### src/rtl/tricolor_pkg.sv
// tricolor_pkg: shared types and helpers for the tricolor
// self-test engine (states, response struct, golden rule).
package tricolor_pkg;

  typedef enum logic [2:0] {
    S_IDLE,
    S_DRIVE,
    S_SETTLE,
    S_CHECK,
    S_DONE
  } state_t;

  typedef struct packed {
    logic red;
    logic green;
    logic blue;
  } rgb_t;

  // x^8+x^6+x^5+x^4+1 -> feedback from bits 7,5,4,3
  localparam logic [7:0] LFSR_TAPS = 8'b1011_1000;

  function automatic rgb_t expected_rgb(
    input logic [1:0] a,
    input logic [1:0] b
  );
    rgb_t r;
    r.red   = (a > b);
    r.green = (a == b);
    r.blue  = (a < b);
    return r;
  endfunction

endpackage

### src/rtl/tricolor_lfsr.sv
// tricolor_lfsr: 8-bit Fibonacci LFSR, steps when en is high;
// exposes the low nibble used as the {a,b} operand pair.
module tricolor_lfsr
  import tricolor_pkg::*;
#(
  parameter logic [7:0] SEED = 8'hA5
) (
  input  logic       clk,
  input  logic       rst_n,
  input  logic       en,
  output logic [3:0] vec
);

  logic [7:0] q;
  logic       fb;

  assign fb  = ^(q & LFSR_TAPS);
  assign vec = q[3:0];

  always_ff @(posedge clk or negedge rst_n) begin
    if (!rst_n) begin
      q <= SEED;
    end else if (en) begin
      q <= {q[6:0], fb};
    end
  end

endmodule

### src/rtl/tricolor_exerciser.sv
// tricolor_exerciser: BIST engine that drives a/b into a tricolor
// comparator, samples red/green/blue and counts pass/error.
module tricolor_exerciser
  import tricolor_pkg::*;
#(
  parameter int         N_RANDOM  = 10,
  parameter int         SETTLE    = 2,
  parameter logic [7:0] LFSR_SEED = 8'hA5
) (
  input  logic       clk,
  input  logic       rst_n,
  input  logic       start,
  input  logic       mode,
  output logic [1:0] a,
  output logic [1:0] b,
  input  logic       red,
  input  logic       green,
  input  logic       blue,
  output logic       busy,
  output logic       done,
  output logic [7:0] pass_cnt,
  output logic [7:0] err_cnt,
  output logic       err_valid,
  output logic [6:0] err_vec
);

  localparam logic [7:0]  NR     = 8'(N_RANDOM);
  localparam logic [15:0] SET_LD = 16'(SETTLE - 1);

  state_t      state, nstate;
  logic        mode_q;
  logic [7:0]  idx;
  logic [7:0]  total;
  logic [15:0] scnt;
  logic        last;
  logic        lfsr_en;
  logic [3:0]  rvec;
  rgb_t        resp;
  logic        mismatch;

  tricolor_lfsr #(
    .SEED(LFSR_SEED)
  ) u_lfsr (
    .clk  (clk),
    .rst_n(rst_n),
    .en   (lfsr_en),
    .vec  (rvec)
  );

  assign total    = mode_q ? NR : 8'd16;
  assign last     = (idx == total - 8'd1);
  assign resp     = '{red: red, green: green, blue: blue};
  // expected is one-hot, so any non-one-hot response mismatches
  assign mismatch = (resp != expected_rgb(a, b));

  assign busy = (state == S_DRIVE) ||
                (state == S_SETTLE) ||
                (state == S_CHECK);
  assign done = (state == S_DONE);

  always_ff @(posedge clk or negedge rst_n) begin
    if (!rst_n) begin
      state <= S_IDLE;
    end else begin
      state <= nstate;
    end
  end

  always_comb begin
    nstate  = state;
    lfsr_en = 1'b0;
    unique case (state)
      S_IDLE: begin
        if (start) begin
          nstate = (mode && NR == 8'd0) ? S_DONE : S_DRIVE;
        end
      end
      S_DRIVE: begin
        nstate  = S_SETTLE;
        lfsr_en = mode_q;
      end
      S_SETTLE: begin
        if (scnt == 16'd0) nstate = S_CHECK;
      end
      S_CHECK: begin
        nstate = last ? S_DONE : S_DRIVE;
      end
      S_DONE: begin
        nstate = S_IDLE;
      end
      default: nstate = S_IDLE;
    endcase
  end

  always_ff @(posedge clk or negedge rst_n) begin
    if (!rst_n) begin
      mode_q    <= 1'b0;
      idx       <= '0;
      scnt      <= '0;
      a         <= '0;
      b         <= '0;
      pass_cnt  <= '0;
      err_cnt   <= '0;
      err_valid <= 1'b0;
      err_vec   <= '0;
    end else begin
      err_valid <= 1'b0;
      case (state)
        S_IDLE: begin
          if (start) begin
            mode_q   <= mode;
            pass_cnt <= '0;
            err_cnt  <= '0;
            idx      <= '0;
          end
        end
        S_DRIVE: begin
          {a, b} <= mode_q ? rvec : idx[3:0];
          scnt   <= SET_LD;
        end
        S_SETTLE: begin
          if (scnt != 16'd0) scnt <= scnt - 16'd1;
        end
        S_CHECK: begin
          idx <= idx + 8'd1;
          if (mismatch) begin
            if (err_cnt != 8'hFF) err_cnt <= err_cnt + 8'd1;
            err_valid <= 1'b1;
            err_vec   <= {a, b, resp};
          end else if (pass_cnt != 8'hFF) begin
            pass_cnt <= pass_cnt + 8'd1;
          end
        end
        default: ;
      endcase
    end
  end

endmodule
### config.mk
export PLATFORM = sky130hd
export DESIGN_NAME = tricolor_exerciser
export DESIGN_NICKNAME = d
export VERILOG_FILES = /design/src/rtl/tricolor_pkg.sv /design/src/rtl/tricolor_lfsr.sv /design/src/rtl/tricolor_exerciser.sv
export SDC_FILE = /design/constraint.sdc
export NUM_CORES = 1
export LEC_CHECK = 0
export CAP_MARGIN = 10
export CORE_MARGIN = 8
export CORE_UTILIZATION = 35
export CTS_CLUSTER_SIZE = 12
export DETAILED_ROUTE_END_ITERATION = 7
export DONT_BUFFER_PORTS = 1
export MAX_ROUTING_LAYER = met4
export PLACE_DENSITY = 0.54
export RECOVER_POWER = 100
export SYNTH_ARGS = -nofsm -noshare
export SYNTH_HDL_FRONTEND = slang
export SYNTH_SLANG_ARGS = --single-unit
### constraint.sdc
create_clock -name clk -period 3.45 [get_ports clk]
set_clock_uncertainty 0.1 [all_clocks]
set_input_delay 0.345 -clock clk [delete_from_list [all_inputs] [get_ports clk]]
set_output_delay 0.345 -clock clk [all_outputs]
set_load 0.01 [all_outputs]
# ---- Word level (Yosys, flattened, before mapping)
# Index checks and enable logic that the tools add are counted.
# W data, S select, Z words.
dict set report totals {
  reg_bits 64
  inputBits 7
  word_cells 68
}
dict set report op_classes {
  n_addsub 5
  magnitude_cmp 2
  n_eq_ne 16
  muxes 19
  reduce_logical 15
}
# operator count
set op_table {}
lappend op_table {{$pmux W8 S2} 3}
lappend op_table {{$mux W8} 5}
lappend op_table {{$pmux W16 S2} 1}
lappend op_table {{$add A8 B1 Y8 const B} 3}
lappend op_table {{$logic_not A16 Y1} 1}
lappend op_table {{$mux W16} 1}
lappend op_table {{$ne A8 B8 Y1 const B} 2}
lappend op_table {{$reduce_bool A16 Y1} 1}
lappend op_table {{$sub A16 B1 Y16 const B} 1}
lappend op_table {{$pmux W3 S4} 1}
lappend op_table {{$reduce_and A2 Y1} 5}
lappend op_table {{$mux W3} 3}
lappend op_table {{$eq A8 B8 Y1} 1}
lappend op_table {{$ne A2 B1 Y1 const B} 4}
lappend op_table {{$reduce_and A4 Y1} 2}
lappend op_table {{$reduce_xor A8 Y1} 1}
lappend op_table {{$eq A3 B2 Y1 const B} 2}
lappend op_table {{$ne A2 B2 Y1 const B} 3}
lappend op_table {{$sub A5 B1 Y6 const B} 1}
lappend op_table {{$mux W5} 1}
lappend op_table {{$mux W4} 1}
lappend op_table {{$reduce_bool A2 Y1} 2}
lappend op_table {{$eq A3 B1 Y1 const B} 1}
lappend op_table {{$eq A3 B3 Y1 const B} 1}
lappend op_table {{other kinds (7)} 10}

# ---- Longest topological paths before layout
dict set report depth {
  ltp_word 5
  mapped_depth 8
  ltp_nobuf 7
}

# ---- Cells and area by module
# A second synthesis with hierarchy kept.
dict set report hier_totals {
  cells_unflattened 335
  area_unflattened_um2 3348.2
}
# module n_inst cells_per_inst area_per_inst_um2
set by_module_without_submodules {}
lappend by_module_without_submodules {tricolor_exerciser 1 310 2994.1}
lappend by_module_without_submodules {tricolor_lfsr 1 25 354.1}

# ---- Worst setup path after synthesis
# No wires, ideal clock.
dict set report synth_timing {
  path_kind {reg-to-reg}
  from {register b[1]}
  to {register err_vec[0]}
  setup_ns 0.125
  t_arrival_ns 2.118
  slack_ns 1.108
  path_stages_with_launch 8
  n_path_buf 0
  period_less_slack_ns 2.342
  path_cell_list {dfrtp_1 inv_1 ha_1 nor2b_1 or3b_1 nand3_1 o21ai_2 mux2_2}
}
dict set report synth_via {
  elab_chain_cells 3
  word_cells_on_any_way 5
  cone_classes {order compare (2); eq/ne (2); reduce/logical (1)}
}
# item line
set synth_lines {}
lappend synth_lines {{start: declaration} tricolor_exerciser.sv:15} ;# output logic [1:0] b,
lappend synth_lines {{start signal: assignment} tricolor_exerciser.sv:118} ;# {a, b} <= mode_q ? rvec : idx[3:0];
lappend synth_lines {{$lt A2 B2 Y1 (tied with other cells)} tricolor_pkg.sv:29} ;# r.blue = (a < b);
lappend synth_lines {{$ne A3 B3 Y1 (*)} tricolor_exerciser.sv:54} ;# assign mismatch = (resp != expected_rgb(a, b));
lappend synth_lines {{$reduce_and A2 Y1 (no line) (*)} -}
lappend synth_lines {{end signal: assignment} tricolor_exerciser.sv:129} ;# err_vec <= {a, b, resp};
lappend synth_lines {{end: declaration} tricolor_exerciser.sv:24} ;# output logic [6:0] err_vec
# Mark *: on every way between the ends. The rest lies on a longest branch, timed or not.
# A chain may end at the register's enable or synchronous reset.

# ---- Final worst setup path
dict set report layout_timing {
  from {register b[1]}
  to {register err_cnt[2]}
}
dict set report layout_via {
  elab_chain_cells 4
  word_cells_on_any_way 6
  cone_classes {order compare (2); eq/ne (3); reduce/logical (1)}
}
# item line
set layout_lines {}
lappend layout_lines {{$lt A2 B2 Y1 (tied with other cells)} tricolor_pkg.sv:29}
lappend layout_lines {{$ne A3 B3 Y1 (*)} tricolor_exerciser.sv:54}
lappend layout_lines {{$ne A2 B2 Y1 (no line) (*)} -}
lappend layout_lines {{$reduce_and A4 Y1 (no line) (*)} -}
lappend layout_lines {{end signal: assignment} tricolor_exerciser.sv:127} ;# if (err_cnt != 8'hFF) err_cnt <= err_cnt + 8'd1;
lappend layout_lines {{end: declaration} tricolor_exerciser.sv:22} ;# output logic [7:0] err_cnt,
# Marked as above.

==> summary.md <==
| Metric | Value |
|---|---|
| Crit path from | `b[1]$_DFFE_PN0P_` |
| Yosys top cell area share | `0.437` |
| Fin. Hold Viols | `0` |
| CTS H-Tree Depth | `3` |
| Commonest non-fill, non-tap cell in the layout | `dfrtp_1` |
| Placed cells | `478` |
| Design Power | `3.49 mW` |
| Chip height | `115 um` |
| Core ar. | `9640 sq um` |
| Post-synthesis cell area | `3440 sq um` |
| Tcrit/Tclk final | `0.820` |
| Worst path bufs/invs | `1` |
| Total Routing Usage GR | `0.125` |
| Reg2Reg Depth | `6` |
| LEAKAGE | `~1.7 nW` |
| I/O pin total | `37` |
| Unrepaired setup endpoints after global routing | `no` |
| Hold WC Path Type | `input port to register` |
| Reg2reg start | `b[1]$_DFFE_PN0P_` |
| Count of different cell masters after synthesis | `58` |
| Worst-path clk slew | `70 ps` |
| Drt drc | `0` |
| Critical path capture point type | `register` |
| Mapped Nets | `368` |
| Placed cell areas | `3570 sq um` |
| First-pass GRT wire length | `12.8 mm` |
| Main flop type after synthesis | `dfrtp_1` |
| Routed wire per std cell | `15.3 um` |
| CP Capture Point | `err_cnt[2]$_DFFE_PN0P_` |
| Max-cap check violation count | `1` |
| Nets | `371` |
| Number of global-route vias before repair | `2,581` |
| DR pass1 iterations | `4` |
| Tightest Pin Transition | `roughly 1600 ps` |
| Clock Latency Late Sink | `340 ps` |
| TritonCTS Buffers | `9` |
| Slew Viols, Final | `65` |
| Root buf cell | `clkbuf_8` |
| Final setup fails | `0` |
| Synthesized instance count | `355` |
| CP Class | `register to register` |
| Fin worst setup slack | `620 ps` |
| Critical-path cell list | `inv_1, ha_1, nor2b_1, o311ai_2, o21ai_0, o221ai_1` |
| Post-synth EDFFs | `0` |
| Vias per inst | `5.39` |
| GP Congestion | `between 0.7 and 0.8` |
| Max incr delay on CP | `between 900 and 1000 ps` |
| Crit. path cell count | `6` |
| Post-synth ARST share | `1.00` |
| FMAX | `353 MHz` |
| Layout cells sized above 1 | `0.118` |
| Max-slew headroom | `-0.0365` |
| Most frequent cells in the layout | `dfrtp_1 (60), nand2_1 (37), nor2_1 (30)` |
| VDD IR max | `0.000232 V` |
| Setup TNS Final | `0 ps` |
| Port bufs | `0` |
| Dominant cell type by area after synthesis | `dfrtp_1` |
| Antenna diodes | `0` |
| Die ar. | `13,300 sq um` |
| Row count | `36` |
| Via Count | `2,673` |
| Average cell area after synthesis | `9.69 sq um` |
| Failing checks | `max-capacitance violations, max-slew violations` |
| Worst slack at placement | `640 ps` |
| Setup bufs post-CTS | `0` |
| DRT Wirelength | `~7.6 mm` |
| Die X | `115 um` |
| Critical path data arrival time | `2970 ps` |
| Dpl hpwl | `around 5.4 mm` |
| 1st-iter DRT viols | `153` |
| CP Max Fanout | `17` |
| Status | `finished, violations left` |
| Worst R2R End | `err_cnt[2]$_DFFE_PN0P_` |
| GR Overflow Total | `0` |
| Clock Tree Buf Depth | `2` |
| Area growth syn-to-layout | `11.1%` |
| Largest net degree at the start of global routing | `65` |
| Initial antenna violation count | `0` |
| Pwr dens | `913 nW/um^2` |
| CP required | `3590 ps` |
| Non-filler cells, final | `496` |
| CP top delay family | `compound AO/OA/AOI/OAI gates` |
| Startpoint types | `register` |
| Slowest-stage cell, CP | `o311ai_2` |
| Initial Util | `0.357` |
| Minimum clock period | `roughly 2800 ps` |
| Worst R2R Setup Slack | `620 ps` |
| Post-synthesis sequential area ratio | `0.467` |
| Design area | `3820 sq um` |
| CTS tree | `yes` |
| Main area contributors after synthesis | `dfrtp_1 (44%), mux2_2 (4.6%), nand2_1 (4.0%)` |
| Antenna Nets Post-Route | `0` |
| Yosys warns | `0` |
| Seq cells post-synth | `64` |
| CTS sink count | `64` |
-- report_power, final --
group,leakage (nW),switching (mW),internal [mW]
clock network,0.124,0.298,0.500
logic,0.720,0.840,0.538
registers,0.839,0.309,1.00
total,1.68,1.45,2.04
-- repair_timing --
item / in CTS / in global routing
hold buffers: 2 / 0
resized for setup: 0 / 0
hold endpoints to repair: 64 / 0
-- cells in the mapped netlist, types with 4 or more instances --
master    instances
a21oi_1           9
a31oi_1           4
and2_1            4
and3_1            9
clkbuf_1         12
dfrtp_1          60
dfstp_2           4
ha_1              6
inv_1            13
mux2_2           14
mux2i_1          12
nand2_1          37
nand2b_1          4
nand3_1          19
nand4_1           6
nor2_1           30
nor3_1            5
nor4_1            7
o211ai_1          8
o21ai_0          25
or3_1             5
xnor2_1           4
xor2_1            5
-- worst min path at each step --
stage / slack (ps) / cells after the start / to / startpoint
after global placement: -50 / 0 / pass_cnt[4]$_DFFE_PN0P_ / rst_n
after detailed placement: -50 / 0 / pass_cnt[4]$_DFFE_PN0P_ / rst_n
after CTS: 0.4 / 2 / mode_q$_DFFE_PN0P_ / mode
final: 20 / 2 / mode_q$_DFFE_PN0P_ / mode
after floorplan: -50 / 0 / a[0]$_DFFE_PN0P_ / rst_n
after global routing: 10 / 2 / mode_q$_DFFE_PN0P_ / mode
-- through the flow --
| stage | hold slack, ps | utilization |
|---|---|---|
| after floorplan | -50.6 | - |
| after CTS | 0.388 | 0.400 |
| final | 17.7 | 0.396 |
| after detailed placement | -47.7 | 0.370 |
| after global placement | -47.9 | 0.370 |
| after global routing | 11.2 | 0.396 |
-- state kept, by name, indices dropped and copies added (netlist names) --
name and count:
b 2, scnt 16, state 3, pass_cnt 8, u_lfsr.q 8, idx 8, err_cnt 8, a 2
mode_q 1, err_valid 1, err_vec 7
-- logic make-up after synthesis --
logic type	after synthesis	synth area share
compound gates	75	0.150
mux	26	0.0808
fa+ha+maj	6	0.0218
buf+inv	28	0.0349
flops	64	0.467
simple gates	147	0.223
xor+xnor	9	0.0229
-- routing by layer --
layer / wire, um / vias up / global-route usage
met5: 0 / - / -
met4: 125 / 0 / 0.0464
met3: 496 / 10 / 0.0436
met2: 3640 / 60 / 0.196
met1: 3340 / 1288 / 0.144
li1: - / 1315 / -
-- worst register-to-register path, cell delays in order (launching register included) --
cell	delay [ps]
dfrtp_1	450
inv_1	70
ha_1	330
nor2b_1	190
o311ai_2	920
o21ai_0	440
o221ai_1	250
-- final cells by class --
class / count / area (sq um)
Sequential cell: 64 / 1610
Timing Repair Buffer: 7 / 48.8
Fill cell: 998 / 5820
Tap cell: 133 / 166
Multi-Input combinational cell: 263 / 1700
Inverter: 13 / 48.8
Clock inverter: 5 / 104
Clock buffer: 11 / 141
Note: power is estimated with default switching activity, not from simulation.
